[src/rtl/pipelined_barrel_shifter.sv]
// Pipelined shift/rotate unit. There is one registered mux stage per shift-amount bit,
// and the stages advance together under a valid/ready handshake.
// Left operations are done as a right shift on bit-reversed data. The operand is
// reversed before stage 0 and reversed back on the way into the last stage.
module pipelined_barrel_shifter #(
  parameter int unsigned WIDTH = 8,
  localparam int unsigned SHAMT_W = $clog2(WIDTH)
) (
  input  logic               clk,
  input  logic               rst,
  input  logic               in_valid,
  output logic               in_ready,
  input  logic [1:0]         op,
  input  logic               direction,
  input  logic [SHAMT_W-1:0] shamt,
  input  logic [WIDTH-1:0]   din,
  output logic               out_valid,
  input  logic               out_ready,
  output logic [WIDTH-1:0]   dout
);

  localparam int unsigned LAST = SHAMT_W - 1;

  // Per-stage registers. rem_q holds the shift-amount bits that later stages still need;
  // bit 0 of rem_q[k] is the enable for stage k+1.
  logic [WIDTH-1:0]   data_q  [SHAMT_W];
  logic               valid_q [SHAMT_W];
  logic [1:0]         op_q    [SHAMT_W];
  logic               dir_q   [SHAMT_W];
  logic               sign_q  [SHAMT_W];
  logic [SHAMT_W-1:0] rem_q   [SHAMT_W];

  logic [WIDTH-1:0]   data_nxt  [SHAMT_W];
  logic               valid_nxt [SHAMT_W];
  logic [1:0]         op_nxt    [SHAMT_W];
  logic               dir_nxt   [SHAMT_W];
  logic               sign_nxt  [SHAMT_W];
  logic [SHAMT_W-1:0] rem_nxt   [SHAMT_W];

  logic [WIDTH-1:0]   x0;
  logic [SHAMT_W-1:0] rem_cur;
  logic               advance;

  function automatic logic [WIDTH-1:0] bit_rev(input logic [WIDTH-1:0] x);
    logic [WIDTH-1:0] r;
    for (int unsigned i = 0; i < WIDTH; i++) begin
      r[i] = x[WIDTH-1-i];
    end
    return r;
  endfunction

  // One stage: optional right shift by 2^k. Rotate wraps modulo WIDTH. Arithmetic right
  // shifts fill with the sign bit; everything else fills with 0. The last stage also undoes
  // the left-operation reversal.
  function automatic logic [WIDTH-1:0] stage_shift(
    input logic [WIDTH-1:0] x,
    input logic [1:0]       o,
    input logic             dir,
    input logic             sign,
    input logic             en,
    input int unsigned      k
  );
    logic [WIDTH-1:0] r;
    int unsigned amt;
    int unsigned src;
    amt = 32'd1 << k;
    r = x;
    if (en) begin
      for (int unsigned i = 0; i < WIDTH; i++) begin
        src = i + amt;
        if (src < WIDTH || o[1]) begin
          r[i] = x[SHAMT_W'(src)];
        end else begin
          r[i] = (o == 2'b01 && !dir) ? sign : 1'b0;
        end
      end
    end
    if (k == LAST && dir) begin
      r = bit_rev(r);
    end
    return r;
  endfunction

  // The whole pipe moves as one; a stalled output freezes every stage, bubbles included.
  always_comb begin
    advance   = !valid_q[LAST] || out_ready;
    in_ready  = advance;
    out_valid = valid_q[LAST];
    dout      = data_q[LAST];
  end

  // Next value of every stage register: stage 0 takes the inputs, stage k takes stage k-1.
  always_comb begin
    for (int unsigned k = 0; k < SHAMT_W; k++) begin
      data_nxt[k]  = '0;
      valid_nxt[k] = 1'b0;
      op_nxt[k]    = '0;
      dir_nxt[k]   = 1'b0;
      sign_nxt[k]  = 1'b0;
      rem_nxt[k]   = '0;
    end
    rem_cur = '0;

    x0           = direction ? bit_rev(din) : din;
    data_nxt[0]  = stage_shift(x0, op, direction, din[WIDTH-1], shamt[0], 0);
    valid_nxt[0] = in_valid;
    op_nxt[0]    = op;
    dir_nxt[0]   = direction;
    sign_nxt[0]  = din[WIDTH-1];
    rem_nxt[0]   = shamt >> 1;

    for (int unsigned k = 1; k < SHAMT_W; k++) begin
      rem_cur      = rem_q[k-1];
      data_nxt[k]  = stage_shift(data_q[k-1], op_q[k-1], dir_q[k-1], sign_q[k-1], rem_cur[0], k);
      valid_nxt[k] = valid_q[k-1];
      op_nxt[k]    = op_q[k-1];
      dir_nxt[k]   = dir_q[k-1];
      sign_nxt[k]  = sign_q[k-1];
      rem_nxt[k]   = rem_cur >> 1;
    end
  end

  // Stage registers: clear on reset, load when the pipe advances, otherwise hold.
  always_ff @(posedge clk) begin
    if (rst) begin
      for (int unsigned k = 0; k < SHAMT_W; k++) begin
        data_q[k]  <= '0;
        valid_q[k] <= 1'b0;
        op_q[k]    <= '0;
        dir_q[k]   <= 1'b0;
        sign_q[k]  <= 1'b0;
        rem_q[k]   <= '0;
      end
    end else if (advance) begin
      for (int unsigned k = 0; k < SHAMT_W; k++) begin
        data_q[k]  <= data_nxt[k];
        valid_q[k] <= valid_nxt[k];
        op_q[k]    <= op_nxt[k];
        dir_q[k]   <= dir_nxt[k];
        sign_q[k]  <= sign_nxt[k];
        rem_q[k]   <= rem_nxt[k];
      end
    end
  end

endmodule

[config.mk]
export PLATFORM = sky130hd
export DESIGN_NAME = pipelined_barrel_shifter
export DESIGN_NICKNAME = d
export VERILOG_FILES = /design/src/rtl/pipelined_barrel_shifter.sv
export SDC_FILE = /design/constraint.sdc
export NUM_CORES = 1
export LEC_CHECK = 0
export BUFFER_PORTS_ARGS = -buffer_cell sky130_fd_sc_hd__buf_2
export CAP_MARGIN = 10
export CORE_MARGIN = 2
export CORE_UTILIZATION = 61
export CTS_CLUSTER_DIAMETER = 120
export DETAILED_ROUTE_END_ITERATION = 10
export GPL_ROUTABILITY_DRIVEN = 0
export PLACE_DENSITY = 0.95
export SETUP_SLACK_MARGIN = 0.15
export SYNTH_ARGS = -nofsm -noshare
export SYNTH_HDL_FRONTEND = slang
export SYNTH_SLANG_ARGS = --single-unit
export TNS_END_PERCENT = 1
[constraint.sdc]
create_clock -name clk -period 2.8 [get_ports clk]
set_input_delay 0.28 -clock clk [delete_from_list [all_inputs] [get_ports clk]]
set_output_delay 0.28 -clock clk [all_outputs]
set_load 0.02 [all_outputs]
==> impl_metrics.py, run 1 <==
metrics = {
    "floorplanning": {
        "coreArea_mm2": 0.00313,
        "die_w_um": 61.8,
        "rows": 20,
        "die_h_um": 61.8,
        "ios": 28,
        "start_util": 0.652,
        "die_area_mm2": 0.00382,
    },
    "final_layout": {
        "n_fill_cell": 214,
        "finish.instance_area_mm2": 0.00217,
        "final_layout_size_suffix_gt1_frac": 0.261,
        "stdcell_count": 220,
        "num_antenna_cells": 0,
        "area_growth_pct": 6.51,
        "final_nets": 193,
    },
    "routing": {
        "post_drt_wl_per_cell_um": 14.6,
        "via_per_inst": 5.61,
        "ant_nets": 0,
        "drc": 0,
        "drt-pass1-iter-count": 6,
        "drtIter0Drc": 88,
        "wirelength_um": 3200,
        "routed-via-count": 1235,
    },
    "yosys": {
        "synth-seq-cells": 38,
        "async_flop_share": 0,
        "synth_area_mm2": 0.00204,
        "syn_nets": 178,
        "ys.flop_type": "edfxtp_1",
        "avgSynthCellArea_um2": 12.7,
        "yosysMostFrequentCell": "edfxtp_1",
        "synth_edf_count": 38,
        "synthCells": 160,
        "yosys_warnings": 0,
        "ys_types": 29,
        "seq_area_frac_synth": 0.560,
        "yosysTopAreaCell": "edfxtp_1",
        "synth_area_leaders": "edfxtp_1 (56%), and2_1 (5.8%), mux4_2 (4.4%), mux2i_1 (3.4%), nor2_1 (3.3%)",
        "yosysTopAreaCellShare": 0.560,
        "synth_common_cells": "edfxtp_1 (38), and2_1 (19), nor2_1 (18)",
    },
    "timing": {
        "min_period_ps": 1740,
        "worst_pin_slew_ps": 831,
        "finalClockSkew_ps": 12.0,
        "fin_hold_ws_ps": 214,
        "setup_viol": 0,
        "final_hold_viol_count": 0,
        "tns_ps": 0,
        "fin_ws_ps": 1060,
        "slew_headroom": 0.446,
        "drv_slew": 0,
        "rsz0062_at_grt": "no",
        "fmax_mhz": 576,
        "finalCritPeriodShare": 0.620,
    },
    "global_route": {
        "grt.total_usage": 0.197,
        "antenna_found_initial": 0,
        "grt_pass1_wl_um": 5170,
        "grt-ovfl-total": 0,
        "grt_max_degree": 22,
        "grt_pass1_vias": 1210,
    },
    "run_status": {
        "status": "complete, no violations",
    },
    "worst_setup_path": {
        "crit_path_top_delay_cell": "nand2b_1",
        "cp-startpoint": "valid_q[0][2]",
        "r2r_start": "valid_q[0][2]",
        "required_ps": 2850,
        "max_stage_delay_ps": 600,
        "critPathCaptureType": "register",
        "crit_fanout": 21,
        "cp_data_arrival_time_ps": 1780,
        "crit_path_start_kind": "register",
        "crit_chain": "nor2b_1 -> nand2b_1 -> buf_12",
        "crit_type": "register to register",
    },
    "clock_tree": {
        "cts_tree": "built",
        "post_cts_buffers": 0,
        "clk_pin_slew_ps": 100,
        "clkSinkCount": 38,
        "clockBufferDepth": 2,
        "htree_levels": 2,
        "numCtsBuffers": 5,
        "cts-hold-fix-buffers": 0,
        "cts.repair.resized": 0,
        "cts-root-buf": "clkbuf_4",
        "clock_latency_ps": 340,
    },
    "power_and_ir_drop": {
        "clkPwrFrac": 0.231,
        "switchingPower_mw": 0.280,
        "combPwrFrac": 0.138,
        "intPower_mw": 0.850,
        "vdd_drop_max_uv": 304,
        "swShare": 0.248,
        "seqPwrFrac": 0.631,
        "p_per_area_mw_per_mm2": 520,
        "leakage_nw": 0.846,
    },
    "job": {
        "maxCapViolations": 0,
    },
    "placed_design": {
        "dp_slack_ps": 1050,
        "hpwl_um": 2350,
        "portBuffers": 27,
        "dp.cells": 212,
        "postPlaceCellArea_mm2": 0.00212,
    },
    "hold_path": {
        "hold_class": "primary input to register",
        "min_from": "shamt[2]",
    },
}
[logic make-up (layout without fill, tap and decap cells)]
| kind of cell | after synthesis | after routing | share of synthesized area |
|---|---|---|---|
| simple gates | 62 | 62 | 0.169 |
| buf+inv | 21 | 37 | 0.0645 |
| xor+xnor | 1 | 1 | 0.00430 |
| flops | 38 | 38 | 0.560 |
| mux | 17 | 17 | 0.126 |
| compound gates | 21 | 21 | 0.0761 |
[power groups by stage]
stage	logic (mW)	clock network (mW)	registers (mW)
floorplan	0.144	0	0.705
global placement	0.147	0	0.720
detailed placement	0.156	0	0.726
CTS	0.157	0.267	0.712
global route	0.174	0.290	0.719
finish	0.156	0.261	0.713
[flip-flops by register name (all words and copies together) (netlist names)]
register / flops
rem_q: 3
valid_q: 3
data_q: 24
sign_q: 2
op_q: 4
dir_q: 2
[final cells by class]
cell class / instances / area (um2) / area share
multi-input combinational: 101 / 766 / 0.353
clock buffer: 6 / 41.3 / 0.0190
inverter: 1 / 3.75 / 0.00173
tap: 44 / 55.1 / 0.0254
timing repair buffer: 28 / 155 / 0.0715
sequential: 38 / 1140 / 0.526
clock inverter: 2 / 8.76 / 0.00403
[final timing paths]
kind,to,slack (ps),depth (start not counted)
worst min-delay path,rem_q[0][1],210,2
worst max-delay path,data_q[0][20],1060,3
worst min register to register,valid_q[0][1],540,1
worst max register to register,data_q[0][20],1060,3
[worst max-delay path: cells and delay by family (launching register included)]
family                 cells  cell delay, ps
buffers and inverters      1             250
DFF                        1             400
and+or+nand+nor            2             780
[through the flow]
step | power [mW] | utilization
after global placement | 0.867 | 0.678
after CTS | 1.14 | 0.694
after detailed placement | 0.882 | 0.678
final | 1.13 | 0.694
after floorplan | 0.850 | -
after global routing | 1.18 | 0.694
[per-layer routing]
metal / part of all wire / GRT usage / up-vias
li1: - / - / 608
met1: 0.36 / 0.179 / 581
met2: 0.57 / 0.388 / 42
met3: 0.047 / 0.0559 / 4
met4: 0.016 / 0.0973 / 0
met5: 0 / 0 / -
[cells in the final DEF, fill, tap and decap left out, drive strengths merged]
cell,instances
a21o,1
nand4bb,1
edfxtp,38
clkbuf,6
a311o,4
nor2,18
clkinv,2
xnor2,1
nand3b,1
nand3,1
a211oi,7
a21oi,4
mux2,4
or2,1
and2,20
a311oi,1
and2b,1
nor4bb,1
nand2b,1
mux2i,7
buf,28
mux4,6
inv,1
nand2,11
a31oi,4
nor2b,6
No activity file was read; power rests on OpenSTA's default activity.
==> run 2: changes to the inputs <==
--- a/config.mk
+++ b/config.mk
@@ -8,11 +8,11 @@
 export BUFFER_PORTS_ARGS = -buffer_cell sky130_fd_sc_hd__buf_2
 export CAP_MARGIN = 10
 export CORE_MARGIN = 2
-export CORE_UTILIZATION = 61
+export CORE_UTILIZATION = 57
 export CTS_CLUSTER_DIAMETER = 120
 export DETAILED_ROUTE_END_ITERATION = 10
 export GPL_ROUTABILITY_DRIVEN = 0
-export PLACE_DENSITY = 0.95
+export PLACE_DENSITY = 0.9
 export SETUP_SLACK_MARGIN = 0.15
 export SYNTH_ARGS = -nofsm -noshare
 export SYNTH_HDL_FRONTEND = slang
==> constraint.sdc (replaced) <==
create_clock -name clk -period 1.7 [get_ports clk]
set_input_delay 0.17 -clock clk [delete_from_list [all_inputs] [get_ports clk]]
set_output_delay 0.17 -clock clk [all_outputs]
set_load 0.02 [all_outputs]
==> impl_metrics.py, run 2 (same netlist as run 1, synthesis figures left out) <==
metrics = {
    "clock_tree": {
        "numCtsBuffers": 5,
        "clockBufferDepth": 2,
        "cts-root-buf": "clkbuf_4",
        "clkSinkCount": 38,
        "htree_levels": 2,
        "cts_tree": "built",
        "clk_pin_slew_ps": 90,
        "clock_latency_ps": 340,
    },
    "worst_setup_path": {
        "cp_data_arrival_time_ps": 1610,
        "crit_path_top_delay_cell": "edfxtp_1",
        "crit_fanout": 18,
        "r2r-end": "data_q[0][7]",
        "crit_chain": "nor2b_1 -> or2_1 -> buf_4 -> a311oi_1",
        "r2r_setup_slack_ps": 240,
        "crit_type": "register to register",
        "r2r_start": "valid_q[0][2]",
        "endpoint": "data_q[0][7]",
        "cp-startpoint": "valid_q[0][2]",
        "max_stage_delay_ps": 390,
        "rr_worst_depth": 4,
        "cpLargestDelayFamily": "simple AND/OR/NAND/NOR gates",
        "critical_path_buf_inv_count": 1,
        "crit_path_start_kind": "register",
        "required_ps": 1850,
        "critical_path_depth": 4,
        "critPathCaptureType": "register",
    },
    "global_route": {
        "use_met3": 0.0546,
        "use_met2": 0.344,
        "antenna_found_initial": 0,
        "grt_pass1_vias": 1251,
        "grt.total_usage": 0.178,
        "grt_pass1_wl_um": 5390,
        "grt-ovfl-total": 0,
        "grt_max_degree": 39,
        "use_met1": 0.158,
        "busiest_layer": "met2",
    },
    "floorplanning": {
        "die_w_um": 63.8,
        "start_util": 0.601,
        "die_area_mm2": 0.00407,
        "die_h_um": 63.8,
        "rows": 21,
        "coreArea_mm2": 0.00339,
        "ios": 28,
    },
    "timing": {
        "setup_viol": 0,
        "tns_ps": 0,
        "rsz0062_at_grt": "yes",
        "final_hold_viol_count": 0,
        "finalClockSkew_ps": 14.6,
        "worst_pin_slew_ps": 496,
        "fin_hold_ws_ps": 111,
        "fmax_mhz": 685,
        "finalCritPeriodShare": 0.859,
        "slew_headroom": 0.669,
        "drv_slew": 0,
        "min_period_ps": 1460,
    },
    "final_layout": {
        "top_register": "data_q",
        "area_growth_pct": 9.33,
        "num_antenna_cells": 0,
        "reg.largest.list": "data_q (24), op_q (4)",
        "final_layout_size_suffix_gt1_frac": 0.293,
        "largest_reg_flops": 24,
        "final_nets": 198,
        "final_cell_mix": "edfxtp_1 (38), buf_2 (27), and2_1 (19), nor2_1 (17), nand2_1 (11)",
        "stdcell_count": 227,
        "final_common_cell": "edfxtp_1",
        "n_fill_cell": 235,
    },
    "routing": {
        "routed-via-count": 1305,
        "ant_nets": 0,
        "drc": 0,
        "wirelength_um": 3190,
        "drtIter0Drc": 130,
        "via_per_inst": 5.75,
        "drt-pass1-iter-count": 4,
        "post_drt_wl_per_cell_um": 14.0,
    },
    "hold_path": {
        "hold_class": "primary input to register",
    },
    "placed_design": {
        "portBuffers": 27,
        "hpwl_um": 2300,
        "dp.cells": 218,
    },
    "power_and_ir_drop": {
        "leakage_nw": 0.876,
        "vdd_drop_max_uv": 488,
        "p_per_area_mw_per_mm2": 839,
    },
    "run_status": {
        "status": "complete, no violations",
    },
    "job": {
        "maxCapViolations": 0,
    },
}
-- run 2: cell types whose count changed in the layout (fill, tap and decap cells not counted) --
cell      before  now
buf_12         1    2
buf_4          0    4
nand2b_1       1    0
nand2b_2       0    1
nor2_1        18   17
nor2_2         0    1
-- run 2: worst min-delay path by stage --
stage,end,cells past startpoint,from
after floorplan,op_q[0][0],1,op[0]
after global placement,rem_q[0][1],2,shamt[2]
after detailed placement,rem_q[0][0],2,shamt[1]
after CTS,rem_q[0][0],2,shamt[1]
after global routing,valid_q[0][0],2,in_valid
final,rem_q[0][0],2,shamt[1]
-- run 2: per-layer routing --
layer / vias up / wire length [um]
li1: 621 / -
met1: 610 / 1090
met2: 61 / 1840
met3: 13 / 163
met4: 0 / 95
met5: - / 0
-- run 2: per-stage QoR --
stage          cell area, um2  power (mW)  setup WS (ps)  utilization
5_1_grt                  2230        1.96            135        0.657
3_3_place_gp             2160        1.44            231        0.636
2_1_floorplan            2040        1.40            151            -
4_1_cts                  2210        1.87            145        0.652
6_report                 2230        1.87            240        0.657
3_5_place_dp             2160        1.46            141        0.636
-- run 2: cell type report --
type	instances	area, um2	share of cell area
tap	46	57.6	0.0258
timing repair buffer	33	205	0.0921
multi-input combinational	101	771	0.346
inverter	1	3.75	0.00168
sequential	38	1140	0.512
clock buffer	6	41.3	0.0185
clock inverter	2	8.76	0.00393
-- run 2: power breakdown --
part | switching [mW] | internal [mW]
Combinational | 0.148 | 0.143
Sequential | 0.0407 | 1.11
Clock | 0.268 | 0.155
-- run 2: timing repair --
action / in CTS / in global routing
gates resized for setup: 1 / 0
buffers inserted: 0 / 1
hold buffers: 0 / 0
endpoints found under the setup margin: 14 / 6
==> run 3: changes to the inputs <==
--- a/config.mk
+++ b/config.mk
@@ -13,6 +13,7 @@
 export DETAILED_ROUTE_END_ITERATION = 10
 export GPL_ROUTABILITY_DRIVEN = 0
 export PLACE_DENSITY = 0.9
+export RECOVER_POWER = 50
 export SETUP_SLACK_MARGIN = 0.15
 export SYNTH_ARGS = -nofsm -noshare
 export SYNTH_HDL_FRONTEND = slang
==> impl_metrics.py, run 3 (same netlist as run 1, synthesis figures left out) <==
metrics = {
    "floorplanning": {
        "ios": 28,
        "start_util": 0.601,
        "coreArea_mm2": 0.00339,
        "rows": 21,
        "die_w_um": 63.8,
        "die_h_um": 63.8,
        "die_area_mm2": 0.00407,
    },
    "final_layout": {
        "top_register": "data_q",
        "largest_reg_flops": 24,
        "final_nets": 198,
        "utilization": 0.650,
        "reg.largest.list": "data_q (24), op_q (4)",
        "area_growth_pct": 8.16,
        "final_common_cell": "edfxtp_1",
        "final_layout_size_suffix_gt1_frac": 0.243,
        "n_fill_cell": 241,
        "num_antenna_cells": 0,
        "final_cell_mix": "edfxtp_1 (38), and2_1 (19), buf_2 (18), nor2_1 (17), nand2_1 (11)",
        "finish.instance_area_mm2": 0.00220,
    },
    "clock_tree": {
        "numCtsBuffers": 5,
        "clkSinkCount": 38,
        "cts-root-buf": "clkbuf_4",
        "htree_levels": 2,
        "cts-hold-fix-buffers": 0,
        "cts_tree": "built",
        "clock_latency_ps": 350,
        "clockBufferDepth": 2,
        "clk_pin_slew_ps": 90,
    },
    "run_status": {
        "status": "complete, no violations",
    },
    "worst_setup_path": {
        "required_ps": 1680,
        "critPathCaptureType": "register",
        "crit_path_start_kind": "register",
        "cp_data_arrival_time_ps": 1450,
        "crit_type": "register to register",
        "crit_fanout": 38,
    },
    "routing": {
        "routed-via-count": 1303,
        "post_drt_wl_per_cell_um": 14.0,
        "via_per_inst": 5.74,
        "ant_nets": 0,
        "drc": 0,
        "wirelength_um": 3170,
        "drtIter0Drc": 100,
        "drt-pass1-iter-count": 6,
    },
    "timing": {
        "drv_slew": 0,
        "finalCritPeriodShare": 0.862,
        "fin_hold_ws_ps": 112,
        "fmax_mhz": 682,
        "finalClockSkew_ps": 20.7,
        "tns_ps": 0,
        "slew_headroom": 0.671,
        "final_hold_viol_count": 0,
        "worst_pin_slew_ps": 493,
        "rsz0062_at_grt": "yes",
        "setup_viol": 0,
        "min_period_ps": 1470,
    },
    "power_and_ir_drop": {
        "vdd_drop_max_uv": 487,
        "leakage_nw": 0.834,
        "p_per_area_mw_per_mm2": 847,
        "power.total_mw": 1.87,
    },
    "global_route": {
        "grt.total_usage": 0.178,
        "grt_pass1_wl_um": 5390,
        "grt_max_degree": 39,
        "grt-ovfl-total": 0,
        "antenna_found_initial": 0,
        "grt_pass1_vias": 1251,
    },
    "job": {
        "maxCapViolations": 0,
    },
    "placed_design": {
        "hpwl_um": 2300,
        "postPlaceCellArea_mm2": 0.00216,
        "portBuffers": 27,
    },
    "hold_path": {
        "hold_class": "primary input to register",
    },
}
==> run 3: cell types whose count changed in the layout (fill, tap and decap cells not counted) <==
cell,before,now
buf_2,27,18
buf_12,2,1
clkbuf_4,5,6
clkbuf_1,1,10
==> run 3: repair_timing <==
item / 4_1_cts / 5_1_grt
resized for setup: 1 / 0
endpoints found under the setup margin: 14 / 6
buffers inserted: 0 / 1
==> run 3: worst paths after layout <==
path | startpoint | to | slack, ps | depth (start not counted)
max | valid_q[0][2] | data_q[0][1] | 230 | 3
min | shamt[1] | rem_q[0][0] | 110 | 2
max reg2reg | valid_q[0][2] | data_q[0][1] | 230 | 3
min reg2reg | valid_q[0][1] | valid_q[0][2] | 530 | 1
==> run 3: cell type report <==
| cell class | count | area [um2] | area share |
|---|---|---|---|
| timing repair buffer | 33 | 181 | 0.0823 |
| clock inverter | 2 | 8.76 | 0.00397 |
| inverter | 1 | 3.75 | 0.00170 |
| sequential | 38 | 1140 | 0.518 |
| tap | 46 | 57.6 | 0.0261 |
| multi-input combinational | 101 | 771 | 0.350 |
| clock buffer | 6 | 41.3 | 0.0187 |
==> run 3: worst max-delay path, stage by stage (launching register included) <==
cell and delay [ps]:
edfxtp_1 390, nor2b_1 190, nand2b_2 80, clkbuf_4 450
==> run 3: metal layers <==
metal / wire length, um / GRT usage
met5: 0 / 0
met4: 87 / 0.103
met3: 167 / 0.0546
met2: 1830 / 0.344
met1: 1080 / 0.158
==> run 3: power breakdown <==
| part | switching [mW] | internal (mW) |
|---|---|---|
| logic | 0.147 | 0.137 |
| registers | 0.0418 | 1.11 |
| clock network | 0.271 | 0.155 |
| total | 0.460 | 1.41 |
==> run 3: stage by stage <==
stage,instances,worst slack [ps]
finish,227,234
global route,227,132
CTS,226,145
detailed placement,218,141
global placement,218,231
floorplan,160,151
